==> config.mk <==
export PLATFORM = sky130hd
export DESIGN_NAME = dds_sweep_ctrl
export DESIGN_NICKNAME = d
export VERILOG_FILES = /design/src/rtl/dds_sweep_ctrl.sv
export SDC_FILE = /design/constraint.sdc
export NUM_CORES = 1
export LEC_CHECK = 0
export ABC_AREA = 1
export BUFFER_PORTS_ARGS = -buffer_cell sky130_fd_sc_hd__buf_2
export CAP_MARGIN = 20
export CORE_MARGIN = 3
export CORE_UTILIZATION = 53
export DETAILED_ROUTE_END_ITERATION = 6
export GPL_TIMING_DRIVEN = 0
export PLACE_DENSITY = 0.78
export SLEW_MARGIN = 25
export SYNTH_ARGS = -nofsm -noshare
export SYNTH_HDL_FRONTEND = slang
export SYNTH_SLANG_ARGS = --single-unit
==> constraint.sdc <==
create_clock -name clk -period 3.9 [get_ports clk]
set_input_delay 0 -clock clk [delete_from_list [all_inputs] [get_ports clk]]
set_output_delay 0 -clock clk [all_outputs]
set_load 0.02 [all_outputs]
==> src/rtl/dds_sweep_ctrl.sv <==
// dds_sweep_ctrl: stepped-frequency sweep controller sitting upstream of a DDS core.
//
// For each frequency step it settles for a programmed number of cycles, then opens a
// measurement window (oc_val_data) that stays open for 2*max(n_periods,1) sine
// zero crossings reported by the DDS. The phase increment advances by f_step
// (modulo 2^M) between steps. The accumulator is only reset in IDLE/LOAD, so phase
// is continuous across steps.
//
// Ports:
//   clk, ic_rst        clock (rising edge), asynchronous active-high reset
//   ic_start           start pulse, sampled only in IDLE
//   ic_abort           abort, returns to IDLE on the next edge
//   id_f_start         phase increment of step 0
//   id_f_step          phase increment added per step (wraps modulo 2^M)
//   id_n_steps         number of steps (0 -> straight to DONE)
//   id_n_periods       sine periods measured per step (0 treated as 1)
//   id_settle          cycles discarded after each frequency change
//   ic_zero_crossing   one-cycle zero-crossing flag from the DDS
//   od_p_ac            phase increment to the DDS
//   oc_rst_ac          DDS accumulator reset
//   oc_en_ac           DDS accumulator enable
//   oc_val_data        measurement window
//   od_step_idx        current step index
//   oc_step_done       one-cycle pulse at the end of each step
//   oc_busy            sweep in progress
//   oc_done            one-cycle pulse on normal sweep completion
module dds_sweep_ctrl #(
  parameter int unsigned M        = 32,
  parameter int unsigned NSTEP_W  = 16,
  parameter int unsigned NPER_W   = 12,
  parameter int unsigned SETTLE_W = 8
) (
  input  logic                clk,
  input  logic                ic_rst,
  input  logic                ic_start,
  input  logic                ic_abort,
  input  logic [M-1:0]        id_f_start,
  input  logic [M-1:0]        id_f_step,
  input  logic [NSTEP_W-1:0]  id_n_steps,
  input  logic [NPER_W-1:0]   id_n_periods,
  input  logic [SETTLE_W-1:0] id_settle,
  input  logic                ic_zero_crossing,
  output logic [M-1:0]        od_p_ac,
  output logic                oc_rst_ac,
  output logic                oc_en_ac,
  output logic                oc_val_data,
  output logic [NSTEP_W-1:0]  od_step_idx,
  output logic                oc_step_done,
  output logic                oc_busy,
  output logic                oc_done
);

  localparam int unsigned CntW = NPER_W + 1;

  localparam logic [2:0] StIdle    = 3'd0;
  localparam logic [2:0] StLoad    = 3'd1;
  localparam logic [2:0] StSettle  = 3'd2;
  localparam logic [2:0] StMeasure = 3'd3;
  localparam logic [2:0] StNext    = 3'd4;
  localparam logic [2:0] StDone    = 3'd5;

  // Reset synchroniser: assertion is asynchronous, release waits two clock edges.
  logic rst_meta_q;
  logic rst_sync_q;

  always_ff @(posedge clk or posedge ic_rst) begin
    if (ic_rst) begin
      rst_meta_q <= 1'b1;
      rst_sync_q <= 1'b1;
    end else begin
      rst_meta_q <= 1'b0;
      rst_sync_q <= rst_meta_q;
    end
  end

  logic [2:0]          state_q, state_d;
  logic [M-1:0]        p_q, p_d;
  logic [NSTEP_W-1:0]  idx_q, idx_d;
  logic [M-1:0]        f_step_q, f_step_d;
  logic [NSTEP_W-1:0]  n_steps_q, n_steps_d;
  logic [NPER_W-1:0]   n_per_q, n_per_d;
  logic [SETTLE_W-1:0] settle_q, settle_d;
  logic [SETTLE_W-1:0] settle_cnt_q, settle_cnt_d;
  logic [CntW-1:0]     zc_cnt_q, zc_cnt_d;

  logic [NPER_W-1:0]   n_per_eff;
  logic [CntW-1:0]     zc_target;
  logic                last_step;
  logic                begin_step;

  // A zero period count behaves as one period, i.e. two crossings.
  assign n_per_eff = (n_per_q == '0) ? NPER_W'(1) : n_per_q;
  assign zc_target = {n_per_eff, 1'b0};
  assign last_step = (idx_q == (n_steps_q - NSTEP_W'(1)));

  always_comb begin
    state_d      = state_q;
    p_d          = p_q;
    idx_d        = idx_q;
    f_step_d     = f_step_q;
    n_steps_d    = n_steps_q;
    n_per_d      = n_per_q;
    settle_d     = settle_q;
    settle_cnt_d = settle_cnt_q;
    zc_cnt_d     = zc_cnt_q;
    begin_step   = 1'b0;

    case (state_q)
      StIdle: begin
        if (ic_start) begin
          f_step_d  = id_f_step;
          n_steps_d = id_n_steps;
          n_per_d   = id_n_periods;
          settle_d  = id_settle;
          p_d       = id_f_start;
          idx_d     = '0;
          state_d   = StLoad;
        end
      end

      StLoad: begin
        if (n_steps_q == '0) begin
          state_d = StDone;
        end else begin
          begin_step = 1'b1;
        end
      end

      StSettle: begin
        if (settle_cnt_q == '0) begin
          state_d  = StMeasure;
          zc_cnt_d = '0;
        end else begin
          settle_cnt_d = settle_cnt_q - SETTLE_W'(1);
        end
      end

      StMeasure: begin
        // Saturating count; the crossing that reaches the target ends the window.
        if (ic_zero_crossing && (zc_cnt_q != zc_target)) begin
          zc_cnt_d = zc_cnt_q + CntW'(1);
          if (zc_cnt_q == (zc_target - CntW'(1))) begin
            state_d = StNext;
          end
        end
      end

      StNext: begin
        if (last_step) begin
          state_d = StDone;
        end else begin
          p_d        = p_q + f_step_q;
          idx_d      = idx_q + NSTEP_W'(1);
          begin_step = 1'b1;
        end
      end

      StDone: begin
        state_d = StIdle;
        p_d     = '0;
        idx_d   = '0;
      end

      default: begin
        state_d = StIdle;
        p_d     = '0;
        idx_d   = '0;
      end
    endcase

    // Common entry into a frequency step from LOAD or NEXT.
    if (begin_step) begin
      if (settle_q == '0) begin
        state_d  = StMeasure;
        zc_cnt_d = '0;
      end else begin
        state_d      = StSettle;
        settle_cnt_d = settle_q - SETTLE_W'(1);
      end
    end

    // Abort beats every other transition, including a same-edge crossing.
    if (ic_abort && (state_q != StIdle)) begin
      state_d = StIdle;
      p_d     = '0;
      idx_d   = '0;
    end
  end

  always_ff @(posedge clk or posedge rst_sync_q) begin
    if (rst_sync_q) begin
      state_q      <= StIdle;
      p_q          <= '0;
      idx_q        <= '0;
      f_step_q     <= '0;
      n_steps_q    <= '0;
      n_per_q      <= '0;
      settle_q     <= '0;
      settle_cnt_q <= '0;
      zc_cnt_q     <= '0;
    end else begin
      state_q      <= state_d;
      p_q          <= p_d;
      idx_q        <= idx_d;
      f_step_q     <= f_step_d;
      n_steps_q    <= n_steps_d;
      n_per_q      <= n_per_d;
      settle_q     <= settle_d;
      settle_cnt_q <= settle_cnt_d;
      zc_cnt_q     <= zc_cnt_d;
    end
  end

  // Outputs are decoded from registered state only.
  assign od_p_ac      = p_q;
  assign od_step_idx  = idx_q;
  assign oc_rst_ac    = (state_q == StIdle) || (state_q == StLoad);
  assign oc_en_ac     = (state_q == StSettle) || (state_q == StMeasure) || (state_q == StNext);
  assign oc_val_data  = (state_q == StMeasure);
  assign oc_step_done = (state_q == StNext);
  assign oc_done      = (state_q == StDone);
  assign oc_busy      = (state_q != StIdle);

endmodule

==> results of run 1 <==
layout make-up:
class | count | area (um2) | area share (%)
clock inverters | 12 | 161 | 1.25
plain buffers | 36 | 193 | 1.49
clock buffers | 20 | 437 | 3.38
diodes | 3 | 7.51 | 0.0582
multi-input cells | 1123 | 5790 | 44.9
well taps | 229 | 287 | 2.22
flip-flops and latches | 142 | 3560 | 27.6
inverters | 148 | 562 | 4.35
repair buffers | 264 | 1910 | 14.8
layout by cell type, fill, tap and decap left out, types with 6 or more instances in the layout:
master / count
inv_1: 142
nor4_1: 8
o21ai_1: 8
nand4_1: 11
a21oi_1: 99
xor2_1: 27
nand2_1: 438
ha_1: 39
or2_2: 6
dlygate4sd3_1: 101
nor2_1: 146
clkbuf_1: 20
dfrtp_1: 140
buf_2: 168
o21ai_0: 64
nand3_1: 139
nor3_1: 33
xnor2_1: 16
mux2_2: 44
clkbuf_16: 17
worst paths after layout:
path	slack (ns)	depth (start not counted)	to
setup / recovery	0.93	20	state_q[1]
setup reg to reg	0.93	20	state_q[1]
hold reg to reg	0.20	1	f_step_q[5]
hold / removal	0.009	4	od_p_ac[4]
max in group asynchronous	2.86	4	settle_q[4]
min in group asynchronous	0.13	3	rst_meta_q
repair_timing:
item                       CTS  global route
hold endpoints to repair   102             0
hold buffers               101             0
setup endpoints to repair    0             0
through the flow:
step | hold slack, ns | util, % | area, um2 | instances | power, mW
after floorplan | -0.0885 | - | 10100 | 1449 | 6.20
after global placement | 0.0213 | 61.0 | 11200 | 1836 | 7.59
after detailed placement | 0.0287 | 61.6 | 11300 | 1841 | 7.69
after CTS | 0.00113 | 70.3 | 12900 | 1974 | 9.53
after global routing | 0.0323 | 70.4 | 12900 | 1975 | 10.3
final | 0.00936 | 70.4 | 12900 | 1977 | 9.64
critical path, stage by stage, from the launching register on:
cell and delay (ns):
dfrtp_1 0.42, inv_1 0.10, nand2_1 0.09, nor2_1 0.25, nand3_1 0.24, nand2_1 0.14
inv_1 0.05, ha_1 0.30, a21oi_1 0.15, nand2_1 0.10, nor2_1 0.11, nand2_1 0.06
nor2_1 0.09, nand2_1 0.06, nor2_1 0.12, nand3_1 0.12, nand2_1 0.10, nand2_1 0.09
nor2_1 0.13, o21ai_0 0.10, nand2_1 0.08
power by group through the flow:
stage	combinational (mW)	sequential, mW	clock [mW]
after global placement	4.97	2.61	0
after floorplan	3.62	2.58	0
after CTS	5.19	2.61	1.73
final	5.30	2.63	1.72
after global routing	5.88	2.69	1.78
after detailed placement	5.07	2.62	0
layer usage:
layer / share of wire, % / wire [um] / track usage, % / vias to the layer above
met2: 48 / 16600 / 57.1 / 542
met3: 7.2 / 2480 / 4.89 / 102
met5: 0 / 0 / 0 / -
met1: 41 / 14100 / 43.0 / 5104
met4: 3.8 / 1320 / 14.0 / 0
li1: - / - / - / 5300
logic make-up after synthesis:
group / Yosys count / share of synthesized area (%)
adder cells (fa/ha/maj): 40 / 5.03
buffers and inverters: 184 / 7.44
multiplexers: 44 / 4.91
AO/OA/AOI/OAI: 187 / 9.70
flip-flops: 142 / 35.2
other: 1 / 0.0371
XOR/XNOR: 43 / 3.73
AND/OR/NAND/NOR: 808 / 33.9
state kept, by name, indices dropped and copies added (netlist names), 3 cells and up:
signal	count
settle_q	8
n_steps_q	16
settle_cnt_q	8
od_step_idx	16
state_q	3
od_p_ac	32
n_per_q	12
f_step_q	32
zc_cnt_q	13
==> flow_summary.json, run 1 <==
{
  "outcome": "finished clean",
  "startpoint_type": "flip-flop",
  "crit_start": "n_per_q[6]",
  "grt_pass1_vias": 10695,
  "ant_nets": 0,
  "max_slew_margin_pct": 43.5,
  "synthDistinctLibCells": 43,
  "syn_area_mm2": 0.0101,
  "netlist_instances": 1449,
  "clk_pin_slew_worst_paths_ns": 0.07,
  "clkLatencyLatePin_ns": 0.43,
  "synth_area_leader_cell": "dfrtp_1",
  "critical_path_required_ns": 4.26,
  "fp.dieArea_mm2": 0.0207,
  "synth-seq-cells": 142,
  "pwr-share-comb_pct": 54.9,
  "cts_sinks": 142,
  "synth_common_cells": "nand2_1 (438), nor2_1 (146), inv_1 (143)",
  "worstPathMaxFanout": 6,
  "start_util_pct": 55.1,
  "overflow": 0,
  "async_reset_ff_share_pct": 100,
  "fillCellCount": 1517,
  "gp_congestion": 0.959,
  "cts_buffers": 17,
  "critPathKind": "reg -> reg",
  "report.final.slew_viol_count": 0,
  "htree_levels": 4,
  "ys_seq_area_share_pct": 35.2,
  "die_height_um": 144,
  "final.period_utilization_pct": 76.1,
  "worstHoldStart": "id_f_start[4]",
  "synth.net_count": 1594,
  "clockRootBuffer": "clkbuf_16",
  "grt_antenna_before_repair": 1,
  "num_rows": 49,
  "wirelength_um": 34500,
  "drt-vias-per-instance": 5.59,
  "hp-class": "in -> reg",
  "finalNetCount": 1877,
  "yosysTopAreaCellShare_pct": 34.7,
  "yosys-top-cells-area": "dfrtp_1 (35%), nand2_1 (16%), nand3_1 (6.9%), nor2_1 (5.4%), inv_1 (5.3%)",
  "first_pass_iters": 6,
  "drc": 0,
  "synthMostInstantiatedCell": "nand2_1",
  "grt_pass1_wl_um": 54500,
  "arrival_ns": 3.33,
  "cts_resized": 0,
  "synthFlopType": "dfrtp_1",
  "fin_ws_ns": 0.933,
  "io_pins": 159,
  "synth_edf_count": 0,
  "rr_startpoint": "n_per_q[6]",
  "grt_setup_unrepaired": "no",
  "fp.dieW_um": 144,
  "setup_viol": 0,
  "routedWlPerCell_um": 17.4,
  "fin_crit_ns": 2.97,
  "synth_warnings": 0,
  "avgSynthCellArea_um2": 6.97,
  "clkPwrFrac_pct": 17.8,
  "cellLeakagePower_nw": 6.57,
  "swShare_pct": 48.8,
  "pwr_density_cell_mw_per_mm2": 747,
  "dp_slack_ns": 1.03,
  "dp_hpwl_um": 25500,
  "fin_tns_setup_ns": 0,
  "ir_drop_mv": 0.459,
  "drive_gt1_share_pct": 16.2,
  "p_sw_mw": 4.71,
  "postCtsSetupRepairBufs": 0,
  "first_iter_violations": 862,
  "tightest_slew_ns": 0.848,
  "end_kind": "flip-flop",
  "maxCapViolations": 0,
  "timing.fmax_mhz": 337,
  "worst_clock_skew_ns": 0.00930,
  "grt_start_max_net_pins": 33,
  "vias": 11048,
  "p_int_mw": 4.93,
  "hold_viol": 0,
  "cts_tree": "done",
  "syn_to_final_growth_pct": 27.8,
  "port-buffer-count": 158,
  "pwr-share-seq_pct": 27.3,
  "core_mm2": 0.0183,
  "grt_use_total_pct": 33.6,
  "cts.path.max_buffers": 2
}
Power figures use the tool's default switching activity.
==> run 2: changes to the inputs <==
- clock period: 3.9 -> 2.7 ns (I/O delays scaled with it)
==> run 2 against run 1 <==
- die area stayed put
- clock skew increased by 0.0029 ns
- setup slack lost 0.83 ns
- sequential cell count is the same
- via count grew 1.1%
- critical path depth is the same
- cell count increased by 0.61%
- fmax grew 14%
- design area grew 1.6%
- clock power grew 44%
- first-iteration DRC count grew 9.2%
- largest cell class unchanged
- highest routed layer unchanged
==> flow_summary.json, run 2 (synthesized netlist as in run 1, its figures left out) <==
{
  "layout_commonest_cell": "nand2_1",
  "first_pass_iters": 5,
  "grt_antenna_before_repair": 1,
  "fillCellCount": 1490,
  "mostFrequentLayoutCells": "nand2_1 (430), buf_2 (168), nor2_1 (143)",
  "cts_buffers": 17,
  "hp-class": "in -> reg",
  "port-buffer-count": 158,
  "cts_sinks": 142,
  "cts_tree": "done",
  "core_mm2": 0.0183,
  "ant_nets": 0,
  "cts.path.max_buffers": 2,
  "num_rows": 49,
  "htree_levels": 4,
  "report.final.slew_viol_count": 0,
  "fin_tns_setup_ns": 0,
  "grt_start_max_net_pins": 33,
  "fin_crit_ns": 2.59,
  "critical_path_required_ns": 3.06,
  "critPathKind": "reg -> reg",
  "routedWlPerCell_um": 17.6,
  "start_util_pct": 55.1,
  "cp-endpoint": "state_q[0]",
  "r2r_slack_ns": 0.11,
  "cellLeakagePower_nw": 6.63,
  "fp.dieArea_mm2": 0.0207,
  "crit_start": "n_per_q[5]",
  "rr_endpoint": "state_q[0]",
  "overflow": 0,
  "worstPathMaxFanout": 5,
  "arrival_ns": 2.95,
  "grt_pass1_vias": 10747,
  "wirelength_um": 35000,
  "tightest_slew_ns": 0.823,
  "vias": 11173,
  "setup_viol": 0,
  "clk_pin_slew_worst_paths_ns": 0.07,
  "clockRootBuffer": "clkbuf_16",
  "io_pins": 159,
  "grt_use_total_pct": 33.7,
  "worst_clock_skew_ns": 0.0122,
  "gp_congestion": 0.959,
  "fin_ws_ns": 0.106,
  "dp_hpwl_um": 25500,
  "end_kind": "flip-flop",
  "dp_slack_ns": -0.167,
  "startpoint_type": "flip-flop",
  "timing.fmax_mhz": 386,
  "maxCapViolations": 0,
  "rr_worst_depth": 20,
  "grt_pass1_wl_um": 54600,
  "drt-vias-per-instance": 5.62,
  "first_iter_violations": 941,
  "final.period_utilization_pct": 96.1,
  "rr_startpoint": "n_per_q[5]",
  "pwr_density_cell_mw_per_mm2": 1090,
  "fp.dieW_um": 144,
  "die_height_um": 144,
  "ir_drop_mv": 0.661,
  "finalNetCount": 1889,
  "drive_gt1_share_pct": 18.4,
  "max_slew_margin_pct": 45.2,
  "drc": 0,
  "hold_viol": 0,
  "clkLatencyLatePin_ns": 0.43,
  "outcome": "finished clean",
  "hold_slack_ns": 0.00504,
  "syn_to_final_growth_pct": 29.8
}
==> run 2: worst min-delay path by stage <==
stage	start	to	cells past startpoint
global route	id_f_start[4]	od_p_ac[4]	4
detailed placement	ic_rst	rst_sync_q	2
CTS	id_f_start[4]	od_p_ac[4]	4
global placement	ic_rst	rst_meta_q	2
floorplan	ic_rst	rst_meta_q	1
finish	id_f_start[4]	od_p_ac[4]	4
==> run 2: what timing repair did <==
action	in CTS	in global routing
hold endpoints to repair	102	0
cloned	0	0
hold buffers	101	0
buffers inserted	1	11
endpoints found under the setup margin	8	34
gates resized for setup	10	29
pin swaps	1	14
==> run 2: through the flow <==
step | utilization (%) | std cells | power, mW | instance area (um2)
final | 71.5 | 1989 | 14.2 | 13100
after global routing | 71.4 | 1987 | 15.3 | 13100
after CTS | 70.5 | 1975 | 13.8 | 12900
after detailed placement | 61.6 | 1841 | 11.1 | 11300
after global placement | 61.0 | 1836 | 11.0 | 11200
after floorplan | - | 1449 | 8.96 | 10100
==> run 2: metal layers <==
| metal | routed length, um | GRT usage (%) | part of all wire [%] |
|---|---|---|---|
| met3 | 2450 | 4.96 | 7.0 |
| met4 | 1520 | 14.9 | 4.3 |
| met1 | 14200 | 42.8 | 41 |
| met5 | 0 | 0 | 0 |
| met2 | 16800 | 57.1 | 48 |
==> run 2: layout make-up <==
| type | count | area, um2 | share of cell area (%) |
|---|---|---|---|
| buffer | 36 | 196 | 1.50 |
| antenna | 3 | 7.51 | 0.0573 |
| multi-input combinational | 1123 | 5890 | 45.0 |
| timing repair buffer | 276 | 2000 | 15.3 |
| inverter | 148 | 564 | 4.31 |
| tap | 229 | 287 | 2.19 |
| clock inverter | 12 | 161 | 1.23 |
| sequential | 142 | 3560 | 27.1 |
| clock buffer | 20 | 437 | 3.33 |
==> run 2: report_power, final <==
group | leakage (nW) | internal [mW] | total (mW) | switching (mW)
combinational | 4.59 | 2.85 | 7.94 | 5.09
clock | 0.282 | 1.47 | 2.48 | 1.02
sequential | 1.75 | 2.97 | 3.81 | 0.841
total | 6.63 | 7.29 | 14.2 | 6.95
==> run 2: worst max-delay path, cell delays in order, from the launching register on <==
cell	delay, ns
dfrtp_1	0.41
inv_2	0.08
nand2_2	0.08
nor2_4	0.17
nand3_4	0.12
nand2_2	0.09
inv_2	0.05
ha_4	0.26
or2_2	0.10
nand2_1	0.07
nor2_1	0.09
nand2_1	0.06
nor2_1	0.12
nand2_1	0.07
nor2_1	0.13
nand3_1	0.14
nand2_2	0.14
nand2_4	0.07
nor2_4	0.13
nand3_1	0.09
nand2_1	0.06
==> run 3: changes to the inputs <==
- CAP_MARGIN: 20 -> default
- CORE_UTILIZATION: 53 -> 58
- CTS_BUF_LIST: default -> sky130_fd_sc_hd__clkbuf_4 sky130_fd_sc_hd__clkbuf_8 sky130_fd_sc_hd__clkbuf_16
- PLACE_DENSITY: 0.78 -> 0.81
- clock period: 2.7 -> 2.6 ns (I/O delays scaled with it)
==> run 3 against run 2 <==
- setup slack improved by 0.0027 ns
- first-iteration DRC count rose by 12%
- sequential share of layout area barely moved
- sequential cell count did not move
- design area barely moved
- routed wire length rose by 3.3%
- register-to-register slack barely moved
- cell count fell by 0.30%
- core utilization rose by 6.4 points
- critical path type unchanged
- largest power group unchanged
==> flow_summary.json, run 3 (synthesized netlist as in run 1, its figures left out) <==
{
  "outcome": "finished clean",
  "end_kind": "flip-flop",
  "drive_gt1_share_pct": 18.9,
  "r2r_slack_ns": 0.11,
  "hold_viol": 0,
  "fin_crit_ns": 2.49,
  "critical_path_required_ns": 2.97,
  "clk_pin_slew_worst_paths_ns": 0.07,
  "first_pass_iters": 6,
  "rr_worst_depth": 20,
  "wirelength_um": 36200,
  "p_sw_mw": 7.38,
  "maxCapViolations": 0,
  "fillCellCount": 1246,
  "grt_pass1_vias": 11171,
  "fp.dieW_um": 138,
  "setup_viol": 0,
  "die_height_um": 138,
  "routedWlPerCell_um": 18.2,
  "num_rows": 47,
  "finalNetCount": 1890,
  "grt_antenna_before_repair": 3,
  "hp-class": "in -> async",
  "tightest_slew_ns": 0.862,
  "port-buffer-count": 158,
  "ant_nets": 0,
  "mostFrequentLayoutCells": "nand2_1 (428), buf_2 (167), nor2_1 (142)",
  "layout_commonest_cell": "nand2_1",
  "timing.fmax_mhz": 401,
  "pwr-share-comb_pct": 56.5,
  "ir_drop_mv": 0.727,
  "report.final.slew_viol_count": 0,
  "drt-vias-per-instance": 5.74,
  "grt_pass1_wl_um": 56300,
  "final_util_pct": 77.8,
  "syn_to_final_growth_pct": 29.7,
  "slowest_stage": "dfrtp_1",
  "final.period_utilization_pct": 95.8,
  "dp_hpwl_um": 25300,
  "grt_use_total_pct": 38.1,
  "clkPwrFrac_pct": 16.8,
  "start_util_pct": 60.0,
  "drc": 0,
  "critPathKind": "reg -> reg",
  "cts_buffers": 17,
  "worstPathMaxFanout": 3,
  "worst_clock_skew_ns": 0.0139,
  "swShare_pct": 50.0,
  "cpPeakStageDelay_ns": 0.39,
  "clockRootBuffer": "clkbuf_16",
  "vias": 11391,
  "fin_tns_setup_ns": 0,
  "rr_endpoint": "state_q[1]",
  "io_pins": 159,
  "first_iter_violations": 1052,
  "fp.dieArea_mm2": 0.0190,
  "htree_levels": 4,
  "clkLatencyLatePin_ns": 0.43,
  "hold_slack_ns": 0.132,
  "overflow": 0,
  "grt_start_max_net_pins": 33,
  "max_slew_margin_pct": 42.5,
  "arrival_ns": 2.86,
  "gp_congestion": 0.974,
  "rr_startpoint": "n_per_q[6]",
  "pwr_density_cell_mw_per_mm2": 1130,
  "cellLeakagePower_nw": 6.64,
  "cts_tree": "done",
  "p_total_mw": 14.8,
  "startpoint_type": "flip-flop",
  "crit_chain": "inv_1, nand2_2, nor2_4, nand3_2, nand2_2, inv_1, ha_4, or2_2, nand2_1, nor2_1, nand2_1, nor2_1, nand2_1, nor2_1, nand3_1, nand2_2, nand2_2, nor2_2, o21ai_0, nand2_1",
  "pwr-share-seq_pct": 26.7,
  "p_int_mw": 7.37,
  "core_mm2": 0.0168,
  "cts.path.max_buffers": 2,
  "cts_sinks": 142
}
## run 3: worst max-delay path by stage
| stage | startpoint | endpoint | slack, ns | cells past startpoint |
|---|---|---|---|---|
| finish | n_per_q[6] | state_q[1] | 0.11 | 20 |
| global placement | rst_sync_q | settle_cnt_q[4] | -0.27 | 1 |
| CTS | n_per_q[4] | state_q[1] | 0.04 | 20 |
| global route | od_p_ac[2] | od_p_ac[29] | -0.06 | 14 |
| detailed placement | n_per_q[6] | state_q[1] | -0.14 | 20 |
| floorplan | od_p_ac[0] | od_p_ac[26] | 0.24 | 17 |
## run 3: cell type report
class,count,area (um2),share of cell area (%)
sequential,142,3560,27.2
timing repair buffer,277,2010,15.4
tap,220,275,2.10
clock inverter,14,151,1.16
antenna,5,12.5,0.0956
multi-input combinational,1123,5900,45.0
clock buffer,18,433,3.31
inverter,148,562,4.29
buffer,36,195,1.49
## run 3: worst max-delay path, delay by kind of cell (launching register included)
family | cells | cell delay, ns
AND/OR/NAND/NOR | 16 | 1.52
flip-flops | 1 | 0.39
adder cells (fa/ha/maj) | 1 | 0.27
buffers and inverters | 2 | 0.17
AO/OA/AOI/OAI | 1 | 0.10
## run 3: metrics by stage
| stage | setup slack, ns | std cells | cell area [um2] |
|---|---|---|---|
| after detailed placement | -0.143 | 1832 | 11300 |
| after CTS | 0.0443 | 1968 | 12900 |
| final | 0.109 | 1983 | 13100 |
| after floorplan | 0.240 | 1449 | 10100 |
| after global placement | -0.272 | 1827 | 11200 |
| after global routing | -0.0557 | 1981 | 13100 |
## run 3: power by group through the flow
stage / Clock [mW] / Sequential [mW] / Combinational [mW]
final: 2.48 / 3.94 / 8.33
after detailed placement: 0 / 3.91 / 7.63
after global placement: 0 / 3.88 / 7.45
after global routing: 2.57 / 4.03 / 9.16
after floorplan: 0 / 3.87 / 5.44
after CTS: 2.48 / 3.89 / 7.82
## run 3: repair_timing
action                                  in CTS  in global routing
setup buffers                                2                 10
pin swaps                                    2                 13
endpoints found under the setup margin       8                 15
gates resized for setup                      4                 36
hold buffers                               102                  0
hold endpoints to repair                   103                  0
## run 3: layer usage
layer / vias up / global-route usage [%] / routed length [um]
met3: 155 / 7.51 / 2860
met4: 0 / 18.2 / 1570
met2: 644 / 63.7 / 17600
met5: - / 0 / 0
li1: 5328 / - / -
met1: 5264 / 47.4 / 14100
